<file path="config.mk">
export PLATFORM = sky130hd
export DESIGN_NAME = mult_scheduler
export DESIGN_NICKNAME = d
export VERILOG_FILES = /design/src/rtl/mult_scheduler.sv
export SDC_FILE = /design/constraint.sdc
export NUM_CORES = 1
export LEC_CHECK = 0
export BUFFER_PORTS_ARGS = -buffer_cell sky130_fd_sc_hd__buf_2
export CORE_ASPECT_RATIO = 1.4
export CORE_MARGIN = 2
export CORE_UTILIZATION = 48
export DETAILED_ROUTE_END_ITERATION = 7
export PLACE_DENSITY = 0.8
export SLEW_MARGIN = 25
export SYNTH_ARGS = -nofsm -noshare
export SYNTH_HDL_FRONTEND = slang
export SYNTH_SLANG_ARGS = --single-unit
</file>
<file path="constraint.sdc">
create_clock -name CLK -period 2.5 [get_ports CLK]
set_input_delay 0.25 -clock CLK [delete_from_list [all_inputs] [get_ports CLK]]
set_output_delay 0.25 -clock CLK [all_outputs]
set_load 0.1 [all_outputs]
</file>
<file path="src/rtl/mult_scheduler.sv">
// mult_scheduler
// Shares one sequential shift-and-add unsigned multiplier between two
// requesters. A round-robin arbiter picks a winner in IDLE, its operands are
// latched, the multiply runs one partial product per cycle for WIDTH cycles,
// and the product is returned with a done pulse to the owner. When TX_EN is
// set, the result is then handed to a UART through a start/busy handshake.
//
// Ports
//   CLK            system clock, rising edge
//   rst            asynchronous active-low reset
//   req0, req1     operation requests
//   a0, b0         requester 0 multiplier / multiplicand
//   a1, b1         requester 1 multiplier / multiplicand
//   gnt0, gnt1     one-cycle accept pulse (operands latched on that edge)
//   done0, done1   one-cycle completion pulse to the owning requester
//   product        last completed result, held until the next completion
//   busy           high whenever the sequencer is not idle
//   tx_start       one-cycle start pulse to the UART
//   tx_busy        UART busy, blocks a new start while high
//   tx_data        copy of product for the UART
module mult_scheduler #(
   parameter int WIDTH = 4,
   parameter bit TX_EN = 1'b1
) (
   input  logic                 CLK,
   input  logic                 rst,
   input  logic                 req0,
   input  logic                 req1,
   input  logic [WIDTH-1:0]     a0,
   input  logic [WIDTH-1:0]     b0,
   input  logic [WIDTH-1:0]     a1,
   input  logic [WIDTH-1:0]     b1,
   output logic                 gnt0,
   output logic                 gnt1,
   output logic                 done0,
   output logic                 done1,
   output logic [2*WIDTH-1:0]   product,
   output logic                 busy,
   output logic                 tx_start,
   input  logic                 tx_busy,
   output logic [2*WIDTH-1:0]   tx_data
);

   localparam int PW = 2 * WIDTH;
   localparam int CW = (WIDTH > 1) ? $clog2(WIDTH) : 1;
   localparam logic [CW-1:0] CNT_LAST = CW'(WIDTH - 1);

   typedef enum logic [1:0] {
      IDLE = 2'd0,
      MUL  = 2'd1,
      SEND = 2'd2
   } state_t;

   state_t           state_r;
   logic             ptr_r;      // requester favoured on contention
   logic             owner_r;    // requester whose operation is in flight
   logic [WIDTH-1:0] a_r;
   logic [WIDTH-1:0] b_r;
   logic [PW-1:0]    acc_r;
   logic [CW-1:0]    cnt_r;

   logic             pick1_s;
   logic [PW-1:0]    addend_s;
   logic [PW-1:0]    acc_next_s;

   // Arbitration: a lone request wins outright, contention follows the pointer.
   always_comb begin
      pick1_s = 1'b0;
      if (req0 && req1) begin
         pick1_s = ptr_r;
      end else if (req1) begin
         pick1_s = 1'b1;
      end else begin
         pick1_s = 1'b0;
      end
   end

   // Partial product for the current multiplier bit, zero-extended so the
   // shifted multiplicand never loses bits.
   always_comb begin
      addend_s = {PW{1'b0}};
      if (a_r[cnt_r]) begin
         addend_s = {{WIDTH{1'b0}}, b_r} << cnt_r;
      end else begin
         addend_s = {PW{1'b0}};
      end
      acc_next_s = acc_r + addend_s;
   end

   // Sequencer: arbitration, multiply iterations, result hand-off.
   always_ff @(posedge CLK or negedge rst) begin
      if (!rst) begin
         state_r  <= IDLE;
         ptr_r    <= 1'b0;
         owner_r  <= 1'b0;
         a_r      <= {WIDTH{1'b0}};
         b_r      <= {WIDTH{1'b0}};
         acc_r    <= {PW{1'b0}};
         cnt_r    <= {CW{1'b0}};
         product  <= {PW{1'b0}};
         gnt0     <= 1'b0;
         gnt1     <= 1'b0;
         done0    <= 1'b0;
         done1    <= 1'b0;
         tx_start <= 1'b0;
         busy     <= 1'b0;
      end else begin
         // pulses default low so none can last more than one cycle
         gnt0     <= 1'b0;
         gnt1     <= 1'b0;
         done0    <= 1'b0;
         done1    <= 1'b0;
         tx_start <= 1'b0;
         case (state_r)
            IDLE: begin
               if (req0 || req1) begin
                  owner_r <= pick1_s;
                  ptr_r   <= ~pick1_s;
                  a_r     <= pick1_s ? a1 : a0;
                  b_r     <= pick1_s ? b1 : b0;
                  acc_r   <= {PW{1'b0}};
                  cnt_r   <= {CW{1'b0}};
                  gnt0    <= ~pick1_s;
                  gnt1    <= pick1_s;
                  busy    <= 1'b1;
                  state_r <= MUL;
               end else begin
                  busy    <= 1'b0;
               end
            end
            MUL: begin
               acc_r <= acc_next_s;
               cnt_r <= cnt_r + CW'(1);
               if (cnt_r == CNT_LAST) begin
                  product <= acc_next_s;
                  done0   <= ~owner_r;
                  done1   <= owner_r;
                  if (TX_EN) begin
                     state_r <= SEND;
                     busy    <= 1'b1;
                  end else begin
                     state_r <= IDLE;
                     busy    <= 1'b0;
                  end
               end else begin
                  busy <= 1'b1;
               end
            end
            SEND: begin
               if (!tx_busy) begin
                  tx_start <= 1'b1;
                  state_r  <= IDLE;
                  busy     <= 1'b0;
               end else begin
                  busy     <= 1'b1;
               end
            end
            default: begin
               state_r <= IDLE;
               busy    <= 1'b0;
            end
         endcase
      end
   end

   assign tx_data = product;

endmodule

</file>
Yosys cells after proc, flatten, opt, wreduce, memory -nomap -nowiden. Cells that the tools add are included.

Bits in registers: 36. Input port bits: 21. Output and inout port bits: 22. Word-level logic and storage cells: 62.

$add $sub $neg: 2. Magnitude comparators: 1. Eq/ne operators: 6. Shift-type cells: 1. Mux-type cells: 28. Bitwise operators: 2. Reduce and logical (&&, ||, !) cells: 8.

Operators by type and width (count): $mux 8 (2); $pmux 8 s2 (1); $mux 1 (15); $add 8x8->8 (1); $mux 2 (4); $mux 4 (2); $shl 4x2->8 (1); $ne 2x2->1 const B (3); $pmux 2 s3 (1); $reduce_and 2->1 (3); $eq 2x2->1 const B (2); $pmux 2 s2 (1); $lt 2x3->1 const B (1); $pmux 1 s3 (1); $reduce_and 3->1 (1); $add 2x1->2 const B (1); $bmux 1 s2 (1); $eq 2x1->1 const B (1); $logic_not 2->1 (1); $not 1->1 (2); $reduce_bool 2->1 (1); $logic_and 1x1->1 (1); $logic_or 1x1->1 (1).

Depth between registers and ports, before layout.
Word-level depth: 5. Depth in mapped cells: 10. Depth with buffers taken out: 9.

Worst setup path before layout. No wires, ideal clock.

Path type: register to register. Start point: register cnt_r[0]. End point: register product[6]. Library setup time: 95 ps. Arrival: 2333 ps. Required time: 2405 ps. Path slack: 71 ps. Cell stages (with the launch flop): 9. Buffers on the path: 0. Period minus slack after synthesis: 2429 ps. Cell sequence: dfrtp_1 mux4_2 and2_1 ha_1 nor2b_4 o31a_1 o21a_1 o21a_1 o31ai_1.

Longest elaborated chain between the ends: 4. Elaborated cells on any way between the ends: 7. Those cells by class: add/sub (1); eq/ne (1); shift (1); mux (3); reduce/logical (1).

RTL lines: start: declaration (line 60) `logic [CW-1:0] cnt_r;`; start signal: assignment (line 99) `cnt_r <= {CW{1'b0}};`; start signal: assignment (line 122) `cnt_r <= {CW{1'b0}};`; start signal: assignment (line 133) `cnt_r <= cnt_r + CW'(1);`; $bmux 1 s2 (line 82) `if (a_r[cnt_r]) begin`; $mux 1 (implied by the code) (line 82); $mux 8 (line 82); $add 8x8->8 (line 87) `acc_next_s = acc_r + addend_s;`; end signal: assignment (line 100) `product <= {PW{1'b0}};`; end signal: assignment (line 135) `product <= acc_next_s;`; end: declaration (line 37) `output logic [2*WIDTH-1:0] product,`.

Parallel ways exist; a longest one is shown, timed or not. The select of a mux whose other input is x is not followed. A chain may end at the register's enable or synchronous reset.

Worst setup path after layout. Same ends and word-level chain as after synthesis.

==> results.md <==
* Post-route DRC at 0
* Dpl hpwl at 2760 µm
* Worst min path class: primary input to async pin
* Placed cell count at 261
* GR met3 Demand/Resource at 5.17%
* Gr usage total at 17.9%
* Worst Setup Path Type: register to register
* # fillers at 332
* I/O Pins at 43
* Pins Over Slew Limit at 0
* Post-layout minimum cycle time at 2.41 ns
* First-pass GRT wire length at 6100 µm
* Gpl congestion at 0.840
* Routed WL at 3700 µm
* CTS Buf Count at 5
* Setup TNS Final at 0 ns
* Avg Cell Area, Syn at 10.1 µm²
* CP required at 2.70 ns
* Most common cell after layout, fill and taps aside: buf_2
* Critical Path Fanout Max at 5
* Worst setup SP type: register
* Mapped cell area at 1860 µm²
* Synthesized instance count at 184
* # setup viols final at 0
* Final net count at 258
* Status: finished clean
* Routed wire length per instance at 13.6 µm
* Reg clk slew, reported paths at 0.07 ns
* Fmax at 414 MHz
* Max Root-Sink Buffers at 2
* Met2 Use GR at 32.1%
* Clock Latency Late Sink at 0.29 ns
* Slew HR at 48.8%
* Clk sinks at 36
* Synthesis-to-layout area growth at 22.3%
* Post-synth EDFFs at 0
* Worst-margin pin slew at 0.768 ns
* Antenna viol nets, final at 0
* Die width at 56.7 µm
* Clock Skew at 0.00558 ns
* Max Cap Violations at 0
* Root Driver: clkbuf_8
* Share of post-route cells with drive strength above 1 at 32.8%
* Vias in the first global route at 1431
* Num rows at 26
* Starting density of the core at 50.7%
* Seq/Total Area, Yosys at 48.3%
* Global route hottest layer: met2
* CTS tree: done
* Hold Fails Final Rpt at 0
* Via/cell ratio at 5.53
* CP Data Arrival Time at 2.62 ns
* Yosys warns at 0
* Ys async rst share at 100%
* Syn Nets at 214
* Unique masters post-synth at 36
* Overflow after GRT at 0
* Most frequent cells in the layout: 42 x buf_2, 35 x dfrtp_1, 21 x nand2_1
* Min Hold Slack at 0.0303 ns
* Non-Filler Instances at 271
* Met1 usage at 20.0%
* DRT iter0 DRCs at 58
* Diodes inserted at 0
* Synthesis-stage register bit count at 36
* Initial antenna violation count at 0
* RSZ-0062 raised after global routing: yes
* CTS H-Tree Depth at 2
* First-pass DRT Iterations at 4
* Chip height at 77.7 µm
* Util after Layout at 62.0%
* Tcrit/Tclk final at 96.6%
* CP endpoint kind: register
* CTS Hold Bufs at 0
* Total core area at 3680 µm²
* Post-synth top flop: dfrtp_1
* Largest net degree at the start of global routing at 37
* Vias at 1499
* DIE AREA at 4410 µm²
* Number of port buffers at 42
## flip-flops by register name, indices dropped and copies added, names as in the netlist
register / count
acc_r: 8
ptr_r: 1
done1: 1
state_r: 2
busy: 1
tx_start: 1
cnt_r: 2
owner_r: 1
done0: 1
gnt1: 1
gnt0: 1
b_r: 4
product: 8
a_r: 4
## Yosys cell counts (4+ instances only)
master / n / share of area [%]
nand3_1: 12 / 3.2
ha_1: 8 / 5.4
and2_1: 4 / 1.3
o21ai_0: 18 / 4.8
a21oi_1: 6 / 1.6
a222oi_1: 6 / 3.2
xor2_1: 4 / 1.9
nor2_1: 6 / 1.2
clkbuf_1: 6 / 1.2
inv_1: 10 / 2.0
buf_4: 8 / 3.2
dfrtp_1: 36 / 48
nand2_1: 21 / 4.2
a21o_1: 4 / 1.6
## metrics by stage
step	instance area, µm²	setup slack, ns
2_1_floorplan	1860	0.0711
6_report	2280	0.0862
5_1_grt	2280	-0.0235
4_1_cts	2230	0.000982
3_3_place_gp	2100	0.0396
3_5_place_dp	2100	-0.0576
## cell families after synthesis
logic type	synth area share [%]
AO/OA/AOI/OAI	16.2
XOR/XNOR	1.88
adder cells (fa/ha/maj)	6.44
buffers and inverters	6.98
flip-flops	48.3
multiplexers	5.23
AND/OR/NAND/NOR	15.0
## layer usage
metal,up-vias,share of wire [%]
li1,737,-
met1,713,40
met2,44,53
met3,5,5.2
met4,0,1.2
met5,-,0
## final cells by class
type	count	area, µm²	share of cell area, %
Tap cell	42	52.6	2.30
Clock inverter	3	42.5	1.87
Multi-Input combinational cell	122	885	38.8
Sequential cell	36	902	39.6
Timing Repair Buffer	53	293	12.8
Inverter	10	37.5	1.65
Clock buffer	5	68.8	3.02
## final timing paths
check                      startpoint    endpoint  slack (ns)  cells past startpoint
min in group CLK              tx_busy    tx_start        0.12                      2
max                          cnt_r[0]  product[6]        0.09                      8
max in group asynchronous         rst    cnt_r[0]        1.94                      1
max reg2reg                  cnt_r[0]  product[6]        0.09                      8
min                               rst    acc_r[2]        0.03                      1
min reg2reg                   owner_r       done0        0.45                      1
## critical path, cell delays in order, from the launching register on
cell and delay [ns]:
dfrtp_2 0.43, mux4_2 0.53, and2_4 0.18, ha_4 0.21, nor2b_4 0.12, o31a_1 0.25, o21a_1 0.20, o21a_1 0.22
o31ai_1 0.18
## repair_timing
item,in CTS,in global routing
pin swaps,0,7
endpoints found under the setup margin,4,5
resized for setup,1,9
buffers inserted,2,0
Power is left out: the tool's default activity adds up to more than one toggle a clock period on the data nets, which glitch-free logic cannot reach.
